<file path="src/rtl/fifo_read_stream.sv">
// Read-side drain stage for asyncfifo: turns the r_en/empty/data_out port into a valid/ready stream
// through a 2-entry prefetch buffer. Optional transfer counter: FIFO_READ_STREAM_XFER_COUNT_EN.
module fifo_read_stream #(
  parameter int DATA_WIDTH  = 8,
  parameter int COUNT_WIDTH = 16
) (
  input  logic                  rclk,
  input  logic                  rrst,
  input  logic                  fifo_empty,
  input  logic [DATA_WIDTH-1:0] fifo_data,
  output logic                  fifo_r_en,
  output logic                  m_valid,
  output logic [DATA_WIDTH-1:0] m_data,
  input  logic                  m_ready,
  output logic [1:0]            occupancy
`ifdef FIFO_READ_STREAM_XFER_COUNT_EN
  ,
  output logic [COUNT_WIDTH-1:0] xfer_count
`endif
);

  localparam logic [1:0] OCC_EMPTY = 2'd0;
  localparam logic [1:0] OCC_ONE   = 2'd1;
  localparam logic [1:0] OCC_TWO   = 2'd2;

  logic                  inflight;
  logic [DATA_WIDTH-1:0] tail_q;
  logic                  pop;
  logic                  capture;
  logic [2:0]            credit;
  logic [1:0]            occ_next;
  logic [DATA_WIDTH-1:0] head_next;
  logic [DATA_WIDTH-1:0] tail_next;

  assign pop     = m_valid & m_ready;
  assign capture = inflight;

  // Words held plus words already requested, after this cycle's pop; 3 bits so 2+1 cannot wrap.
  assign credit    = {1'b0, occupancy} + {2'b00, inflight} - {2'b00, pop};
  assign fifo_r_en = ~rrst & ~fifo_empty & (credit < 3'd2);

  // NOTE: every output of a combinational block gets a default first, so no path leaves it unassigned and no latch is inferred.
  always_comb begin
    occ_next  = occupancy;
    head_next = m_data;
    tail_next = tail_q;
    case (occupancy)
      OCC_EMPTY: begin
        if (capture) begin
          occ_next  = OCC_ONE;
          head_next = fifo_data;
        end
      end
      OCC_ONE: begin
        if (capture && !pop) begin
          occ_next  = OCC_TWO;
          tail_next = fifo_data;
        end else if (!capture && pop) begin
          occ_next = OCC_EMPTY;
        end else if (capture && pop) begin
          head_next = fifo_data;
        end
      end
      OCC_TWO: begin
        // The credit rule keeps capture from landing here, but shifting still keeps order if it did.
        if (pop) begin
          head_next = tail_q;
          if (capture) tail_next = fifo_data;
          else         occ_next  = OCC_ONE;
        end
      end
      default: occ_next = OCC_EMPTY;
    endcase
  end

  // NOTE: clocked state uses non-blocking assignments so every register samples pre-edge values.
  always_ff @(posedge rclk) begin
    if (rrst) begin
      occupancy <= OCC_EMPTY;
      m_valid   <= 1'b0;
      m_data    <= '0;
      inflight  <= 1'b0;
    end else begin
      occupancy <= occ_next;
      m_valid   <= (occ_next != OCC_EMPTY);
      m_data    <= head_next;
      inflight  <= fifo_r_en;
    end
  end

  // NOTE: the tail slot is pure storage qualified by occupancy, so it carries no reset.
  always_ff @(posedge rclk) begin
    tail_q <= tail_next;
  end

`ifdef FIFO_READ_STREAM_XFER_COUNT_EN
  always_ff @(posedge rclk) begin
    if (rrst) begin
      xfer_count <= '0;
    end else if (pop) begin
      xfer_count <= xfer_count + {{(COUNT_WIDTH-1){1'b0}}, 1'b1};
    end
  end
`else
  if (COUNT_WIDTH < 1) begin : g_count_width_check
    $error("COUNT_WIDTH must be at least 1");
  end
`endif

endmodule
</file>
<file path="config.mk">
export PLATFORM = sky130hd
export DESIGN_NAME = fifo_read_stream
export DESIGN_NICKNAME = d
export VERILOG_FILES = /design/src/rtl/fifo_read_stream.sv
export SDC_FILE = /design/constraint.sdc
export NUM_CORES = 1
export LEC_CHECK = 0
export BUFFER_PORTS_ARGS = -buffer_cell sky130_fd_sc_hd__buf_2
export CORE_MARGIN = 8
export CORE_UTILIZATION = 25
export CTS_CLUSTER_DIAMETER = 30
export DETAILED_ROUTE_END_ITERATION = 10
export PLACE_DENSITY = 0.55
export SLEW_MARGIN = 10
export SYNTH_ARGS = -nofsm -noshare
export SYNTH_HDL_FRONTEND = slang
export SYNTH_SLANG_ARGS = --single-unit
</file>
<file path="constraint.sdc">
create_clock -name rclk -period 2.11 [get_ports rclk]
set_input_delay 0.422 -clock rclk [delete_from_list [all_inputs] [get_ports rclk]]
set_output_delay 0.422 -clock rclk [all_outputs]
set_load 0.005 [all_outputs]
</file>
==> impl_metrics.json, run 1 <==
{
  "drt_pass1_iterations": 2,
  "numClockSinks": 20,
  "end_kind": "output port",
  "max_slew_margin_pct": 70.2,
  "path_max_fanout": 3,
  "mostFrequentLayoutCells": "buf_2 (23), buf_4 (11), dfxtp_1 (10)",
  "arrival_ps": 1760,
  "synth_seq_area_share_pct": 50.7,
  "io_buffers": 23,
  "skew_ps": 1.27,
  "fmax_mhz": 459,
  "wirelength_um": 2250,
  "fp.dieH_um": 77.6,
  "worst-slew-pin-transition_ps": 447,
  "r2r_slack_ps": 560,
  "start_util_pct": 25.9,
  "drive_above_1_share_pct": 53.6,
  "synth_area_leaders": "dfxtp_1 (25%), edfxtp_1 (25%), a211oi_2 (11%)",
  "diodes": 0,
  "grt_max_degree": 15,
  "ys_types": 30,
  "area_delta_synth_final_pct": 35.4,
  "first_iter_violations": 59,
  "finalHoldViolations": 0,
  "wl_per_cell_um": 14.1,
  "rsz0062_at_grt": "yes",
  "grt_overflow_total": 0,
  "clk_path_buf_depth": 2,
  "worstSetupStartpointType": "flop",
  "dpl.hpwl_um": 1600,
  "cts_root_buf": "clkbuf_8",
  "slew_viol_final": 0,
  "p_per_area_nw_per_um2": 782,
  "fin_crit_sh_pct": 103,
  "period_needed_ps": 2180,
  "die_area_sq_um": 6020,
  "drv_cap": 0,
  "clock_latency_ps": 250,
  "drcViolationCount": 0,
  "synth_top_cell_by_area": "dfxtp_1",
  "ant_nets": 0,
  "die_w_um": 77.6,
  "syn_nets": 91,
  "grt_usage_pct": 7.71,
  "multi_input_area_sq_um": 482,
  "setup_tns_ps": -68.8,
  "grt_pass1_vias": 746,
  "pin_count": 24,
  "grt_first_pass_wirelength_um": 3800,
  "via_count": 728,
  "hp-class": "input pin to flop",
  "final_nets": 127,
  "setup_violations": 1,
  "seq_area_sq_um": 485,
  "leakage_nw": 0.493,
  "syn_avg_cell_area_sq_um": 12.3,
  "status": "finished, violations left",
  "ys_ff_latch": 20,
  "n_fill_cell": 377,
  "finalWorstSetupSlack_ps": -68.8,
  "rows": 22,
  "failed_checks": "setup timing",
  "globalplace.congestion": 0.738,
  "required_ps": 1690,
  "final_common_cell": "buf_2",
  "syn_area_sq_um": 948,
  "antenna_found_initial": 0,
  "max-vdd-ir-drop_mv": 0.278,
  "clkTransAtPathRegs_ps": 70,
  "core_area_sq_um": 3660,
  "synth_cells": 77,
  "viasPerCell": 4.55,
  "cts_tree": "done",
  "crit_type": "flop to output port",
  "yosysTopAreaCellShare_pct": 25.3,
  "finish.utilization_pct": 35.1,
  "numCtsBuffers": 3,
  "synth.yosys.warnings": 0,
  "ctsHtreeMaxLevel": 1
}
==> state kept, by name, indices dropped and copies added (netlist names) <==
register and flops:
capture 1, m_valid 1, tail_q 8, occupancy 2, m_data 8
==> through the flow <==
stage / hold slack [ps] / setup WS, ps / cells / cell area (sq um) / power (mW)
floorplan: 499 / 20.7 / 77 / 957 / 0.614
detailed placement: 584 / -98.8 / 154 / 1180 / 0.703
global placement: 579 / -49.1 / 154 / 1180 / 0.697
finish: 344 / -68.8 / 160 / 1280 / 1.00
global route: 344 / -147 / 160 / 1280 / 1.06
CTS: 338 / -47.0 / 160 / 1280 / 1.01
==> layout make-up <==
cell class / count / share of cell area (%)
tap: 48 / 4.68
inverter: 1 / 0.292
clock buffer: 4 / 4.29
timing repair buffer: 34 / 15.4
multi-input combinational: 53 / 37.5
sequential: 20 / 37.8
==> Yosys cell counts <==
master    number
and3b_1        1
edfxtp_1       8
o32ai_1        1
fa_1           1
buf_6          1
o21ai_0        4
buf_1          1
inv_1          1
nor2b_1        2
xor2_1         1
a31oi_1        2
and2b_1        1
a21boi_0       1
ha_1           1
nand2_1        1
nor2_1         2
buf_2          1
nor4b_1        2
dfxtp_1       12
nor3_1         8
a211oi_2       8
a21oi_4        1
or2_1          1
or2b_4         1
or2_2          1
nor2_2         1
and2_1         1
mux2i_1        8
nand2b_4       1
a21oi_1        2
==> final timing paths <==
kind                start        end  cells past startpoint
min            fifo_empty    capture                      2
max reg2reg  occupancy[1]  m_data[2]                      5
min reg2reg     m_data[3]  m_data[3]                      2
max               m_valid  fifo_r_en                      7
==> logic make-up after synthesis <==
group	after synthesis	share of synthesized area, %
DFF	20	50.7
AOI/OAI and AO/OA	19	18.5
xor gates and xnor gates	1	0.924
and+or+nand+nor	23	15.6
buffers and inverters	4	2.51
adders and majority gates	2	3.43
muxes	8	8.44
==> metal layers <==
metal	track usage (%)	vias up	routed length, um
li1	-	357	-
met1	10.3	348	1120
met2	11.2	19	1000
met3	2.19	4	98
met4	3.40	0	34
met5	0	-	0
==> where the power goes <==
group | switching (mW) | total, mW | internal [mW]
Combinational | 0.125 | 0.247 | 0.123
Sequential | 0.0232 | 0.464 | 0.441
Clock | 0.127 | 0.293 | 0.166
Total | 0.275 | 1.00 | 0.729
==> critical path, cell delays in order, from the launching register on <==
cell     delay (ps)
dfxtp_4         360
nand2_4          80
and2_4          150
o21ai_2          50
fa_2            350
xor2_2          160
nor4b_2         190
buf_2           150
==> timing repair <==
item / in CTS / in global routing
hold buffers: 0 / 0
setup endpoints to repair: 1 / 1
gates resized for setup: 10 / 1
pin swaps: 2 / 0
buffers inserted: 2 / 0
Power figures use the tool's default switching activity.
==> run 2, diff against run 1 <==
==> constraint.sdc (replaced) <==
create_clock -name rclk -period 2.11 [get_ports rclk]
set_input_delay 0.422 -clock rclk [delete_from_list [all_inputs] [get_ports rclk]]
set_output_delay 0.422 -clock rclk [all_outputs]
set_load 0.02 [all_outputs]
==> impl_metrics.json, run 2 (synthesized netlist as in run 1, its figures left out) <==
{
  "status": "finished, violations left",
  "failed_checks": "setup timing",
  "ctsHtreeMaxLevel": 1,
  "mostFrequentLayoutCells": "buf_2 (22), buf_4 (11), dfxtp_1 (10)",
  "skew_ps": 1.70,
  "final_common_cell": "buf_2",
  "grt_overflow_total": 0,
  "max_slew_margin_pct": 70.8,
  "post-place-ws_ps": -182,
  "numCtsBuffers": 3,
  "start_util_pct": 25.9,
  "crit_buf_inv": 1,
  "p_per_area_nw_per_um2": 861,
  "final_nets": 126,
  "ctsHoldBuffers": 0,
  "leakage_nw": 0.498,
  "clkTransAtPathRegs_ps": 70,
  "globalplace.congestion": 0.807,
  "cts_tree": "done",
  "placed_cell_area_sq_um": 1230,
  "via_count": 712,
  "viasPerCell": 4.48,
  "fp.dieH_um": 77.6,
  "wl_per_cell_um": 13.4,
  "die_area_sq_um": 6020,
  "grt_pass1_vias": 760,
  "end_kind": "output port",
  "top_regs": "m_data x8, tail_q x8, occupancy x2",
  "arrival_ps": 1860,
  "rsz0062_at_grt": "yes",
  "rows": 22,
  "path_max_fanout": 3,
  "finalHoldViolations": 0,
  "max-vdd-ir-drop_mv": 0.504,
  "grt_first_pass_wirelength_um": 3730,
  "core_area_sq_um": 3660,
  "grt_usage_pct": 7.51,
  "antenna_found_initial": 0,
  "numClockSinks": 20,
  "die_w_um": 77.6,
  "crit_type": "flop to output port",
  "required_ps": 1690,
  "fmax_mhz": 438,
  "period_needed_ps": 2290,
  "fin_crit_sh_pct": 108,
  "worst_path_max_delay_cell": "dfxtp_4",
  "crit_chain": "nand2_8 > and2_4 > o21ai_2 > fa_2 > xor2_2 > nor4b_4 > buf_4",
  "fin_area_sq_um": 1310,
  "clock_latency_ps": 250,
  "drv_cap": 0,
  "cpLargestDelayFamily": "simple AND/OR/NAND/NOR gates",
  "wirelength_um": 2140,
  "slowest_delay_ps": 370,
  "drive_above_1_share_pct": 53.2,
  "area_delta_synth_final_pct": 38.4,
  "setup_violations": 1,
  "pin_count": 24,
  "first_iter_violations": 21,
  "finalWorstSetupSlack_ps": -176,
  "hp-class": "input pin to flop",
  "clk_path_buf_depth": 2,
  "io_buffers": 23,
  "fin_hold_ws_ps": 356,
  "drt-met1-wl_um": 992,
  "ant_nets": 0,
  "diodes": 0,
  "worst-slew-pin-transition_ps": 438,
  "wl_met2_um": 976,
  "wl_met3_um": 168,
  "worstSetupStartpointType": "flop",
  "slew_viol_final": 0,
  "drt_pass1_iterations": 2,
  "drcViolationCount": 0,
  "grt_max_degree": 15,
  "highest-signal-layer": "met3",
  "cts_root_buf": "clkbuf_8"
}
[run 2: what timing repair did]
item / in CTS / in global routing
setup endpoints to repair: 1 / 1
setup buffers: 1 / 0
gates resized for setup: 2 / 0
pin swaps: 4 / 0
[run 2: power breakdown]
| group | switching (mW) | total (mW) | internal (mW) |
|---|---|---|---|
| Combinational | 0.162 | 0.290 | 0.128 |
| Sequential | 0.0238 | 0.465 | 0.441 |
| Clock | 0.123 | 0.376 | 0.253 |
| Total | 0.309 | 1.13 | 0.822 |
[run 2: path summary, 6_finish.rpt]
| check | depth (start not counted) | slack, ps | start | endpoint |
|---|---|---|---|---|
| hold / removal | 1 | 360 | fifo_data[6] | tail_q[6] |
| hold reg to reg | 2 | 590 | m_data[0] | m_data[0] |
| setup reg to reg | 5 | 480 | occupancy[1] | m_data[3] |
| setup / recovery | 7 | -180 | m_valid | fifo_r_en |
[run 2: cell type report]
type	instances	area, sq um
timing repair buffer	33	193
sequential	20	485
clock inverter	1	30.0
fill	380	2350
tap	48	60.1
multi-input combinational	53	499
inverter	1	3.75
clock buffer	3	41.3
[run 2: per-stage QoR]
step	setup TNS, ps	util (%)	power (mW)	std cells
6_report	-176	35.9	1.13	159
5_1_grt	-254	35.9	1.20	159
4_1_cts	-199	35.9	1.15	159
3_5_place_dp	-182	33.5	0.764	154
3_3_place_gp	-156	33.5	0.756	154
2_1_floorplan	0	-	0.670	77
[run 2: per-layer routing]
layer,vias up,track usage [%]
li1,356,-
met1,336,9.72
met2,20,11.2
met3,0,3.57
met4,0,1.13
met5,-,0
==> run 3, diff against run 2 <==
CORE_ASPECT_RATIO = 1.4   (was unset)
==> impl_metrics.json, run 3 (synthesized netlist as in run 1, its figures left out) <==
{
  "status": "finished, violations left",
  "failed_checks": "setup timing",
  "ant_nets": 0,
  "die_w_um": 68.1,
  "final_common_cell": "buf_2",
  "worstSetupStartpointType": "flop",
  "wirelength_um": 2180,
  "wl_per_cell_um": 14.3,
  "rows": 26,
  "fp.dieH_um": 88.9,
  "grt_overflow_total": 0,
  "grt_first_pass_wirelength_um": 3630,
  "clkTransAtPathRegs_ps": 70,
  "finalWorstSetupSlack_ps": -144,
  "area_delta_synth_final_pct": 35.9,
  "crit_type": "flop to output port",
  "p_clk_share_pct": 27.6,
  "drive_above_1_share_pct": 53.2,
  "leakage_nw": 0.491,
  "clk_path_buf_depth": 2,
  "pin_count": 24,
  "start_util_pct": 26.0,
  "p_per_area_nw_per_um2": 807,
  "required_ps": 1690,
  "fin_crit_sh_pct": 107,
  "via_count": 716,
  "numClockSinks": 20,
  "max-vdd-ir-drop_mv": 0.390,
  "mostFrequentLayoutCells": "buf_2 (22), buf_4 (11), dfxtp_1 (10)",
  "setup_violations": 1,
  "period_needed_ps": 2250,
  "p_comb_share_pct": 27.6,
  "skew_ps": 1.89,
  "max_slew_margin_pct": 71.8,
  "first_iter_violations": 9,
  "netSwitchingPower_mw": 0.306,
  "viasPerCell": 4.68,
  "diodes": 0,
  "io_buffers": 23,
  "clock_latency_ps": 250,
  "path_max_fanout": 3,
  "grt_max_degree": 15,
  "hp-class": "input pin to flop",
  "finalHoldViolations": 0,
  "drv_cap": 0,
  "n_fill_cell": 381,
  "cts_tree": "done",
  "ctsHtreeMaxLevel": 1,
  "worst-slew-pin-transition_ps": 423,
  "grt_usage_pct": 7.81,
  "sw_frac_of_total_pct": 29.5,
  "grt_pass1_vias": 777,
  "power.total_mw": 1.04,
  "drt_pass1_iterations": 4,
  "antenna_found_initial": 0,
  "final_nets": 126,
  "instances_no_fill": 153,
  "place_inst": 148,
  "rsz0062_at_grt": "yes",
  "slew_viol_final": 0,
  "globalplace.congestion": 0.722,
  "fmax_mhz": 444,
  "seq_power_share_pct": 44.8,
  "arrival_ps": 1830,
  "dpl.hpwl_um": 1730,
  "ctsHoldBuffers": 0,
  "drcViolationCount": 0,
  "cts_root_buf": "clkbuf_8",
  "end_kind": "output port",
  "core_area_sq_um": 3640,
  "intPower_mw": 0.734,
  "numCtsBuffers": 3,
  "top_regs": "m_data x8, tail_q x8, occupancy x2",
  "fin_hold_ws_ps": 356,
  "die_area_sq_um": 6050
}
[run 3: power groups by stage]
stage	clock network [mW]	registers [mW]	logic [mW]
global route	0.322	0.471	0.315
detailed placement	0	0.475	0.287
finish	0.287	0.466	0.288
floorplan	0	0.516	0.154
global placement	0	0.474	0.281
CTS	0.296	0.466	0.295
[run 3: metrics by stage]
step                      setup slack, ps  util, %  setup TNS, ps  cell area (sq um)
final                                -144     35.4           -144               1290
after global routing                 -238     35.4           -238               1290
after CTS                            -174     35.4           -174               1290
after detailed placement             -157     33.5           -157               1220
after global placement               -147     33.5           -147               1220
after floorplan                      6.01        -              0               1000
[run 3: area by class of cell]
type | instances | area, sq um | share of cell area [%]
Sequential cell | 20 | 485 | 37.7
Timing Repair Buffer | 33 | 193 | 15.0
Clock buffer | 4 | 55.1 | 4.27
Multi-Input combinational cell | 53 | 499 | 38.7
Tap cell | 42 | 52.6 | 4.08
Inverter | 1 | 3.75 | 0.291
[run 3: critical path: stages, from the launching register on]
cell     delay, ps
dfxtp_4        370
nand2_8         60
and2_4         140
o21ai_2         60
fa_2           370
xor2_2         170
nor4b_4        240
buf_4          170
[run 3: final timing paths]
kind / start / endpoint / slack (ps) / depth (start not counted)
max: m_valid / fifo_r_en / -140 / 7
min reg2reg: m_data[2] / m_data[2] / 600 / 2
min: fifo_data[4] / tail_q[4] / 360 / 1
max reg2reg: occupancy[1] / m_data[5] / 490 / 5
[run 3: timing repair]
action                                  in CTS  in global routing
endpoints found under the setup margin       1                  1
resized for setup                            2                  0
pin swaps                                    4                  2
setup buffers                                1                  0
[run 3: metal layers]
layer | GRT usage [%] | share of wire (%)
met5 | 0 | 0
met4 | 2.24 | 0.27
met3 | 3.04 | 9.0
met2 | 13.0 | 49
met1 | 8.91 | 42
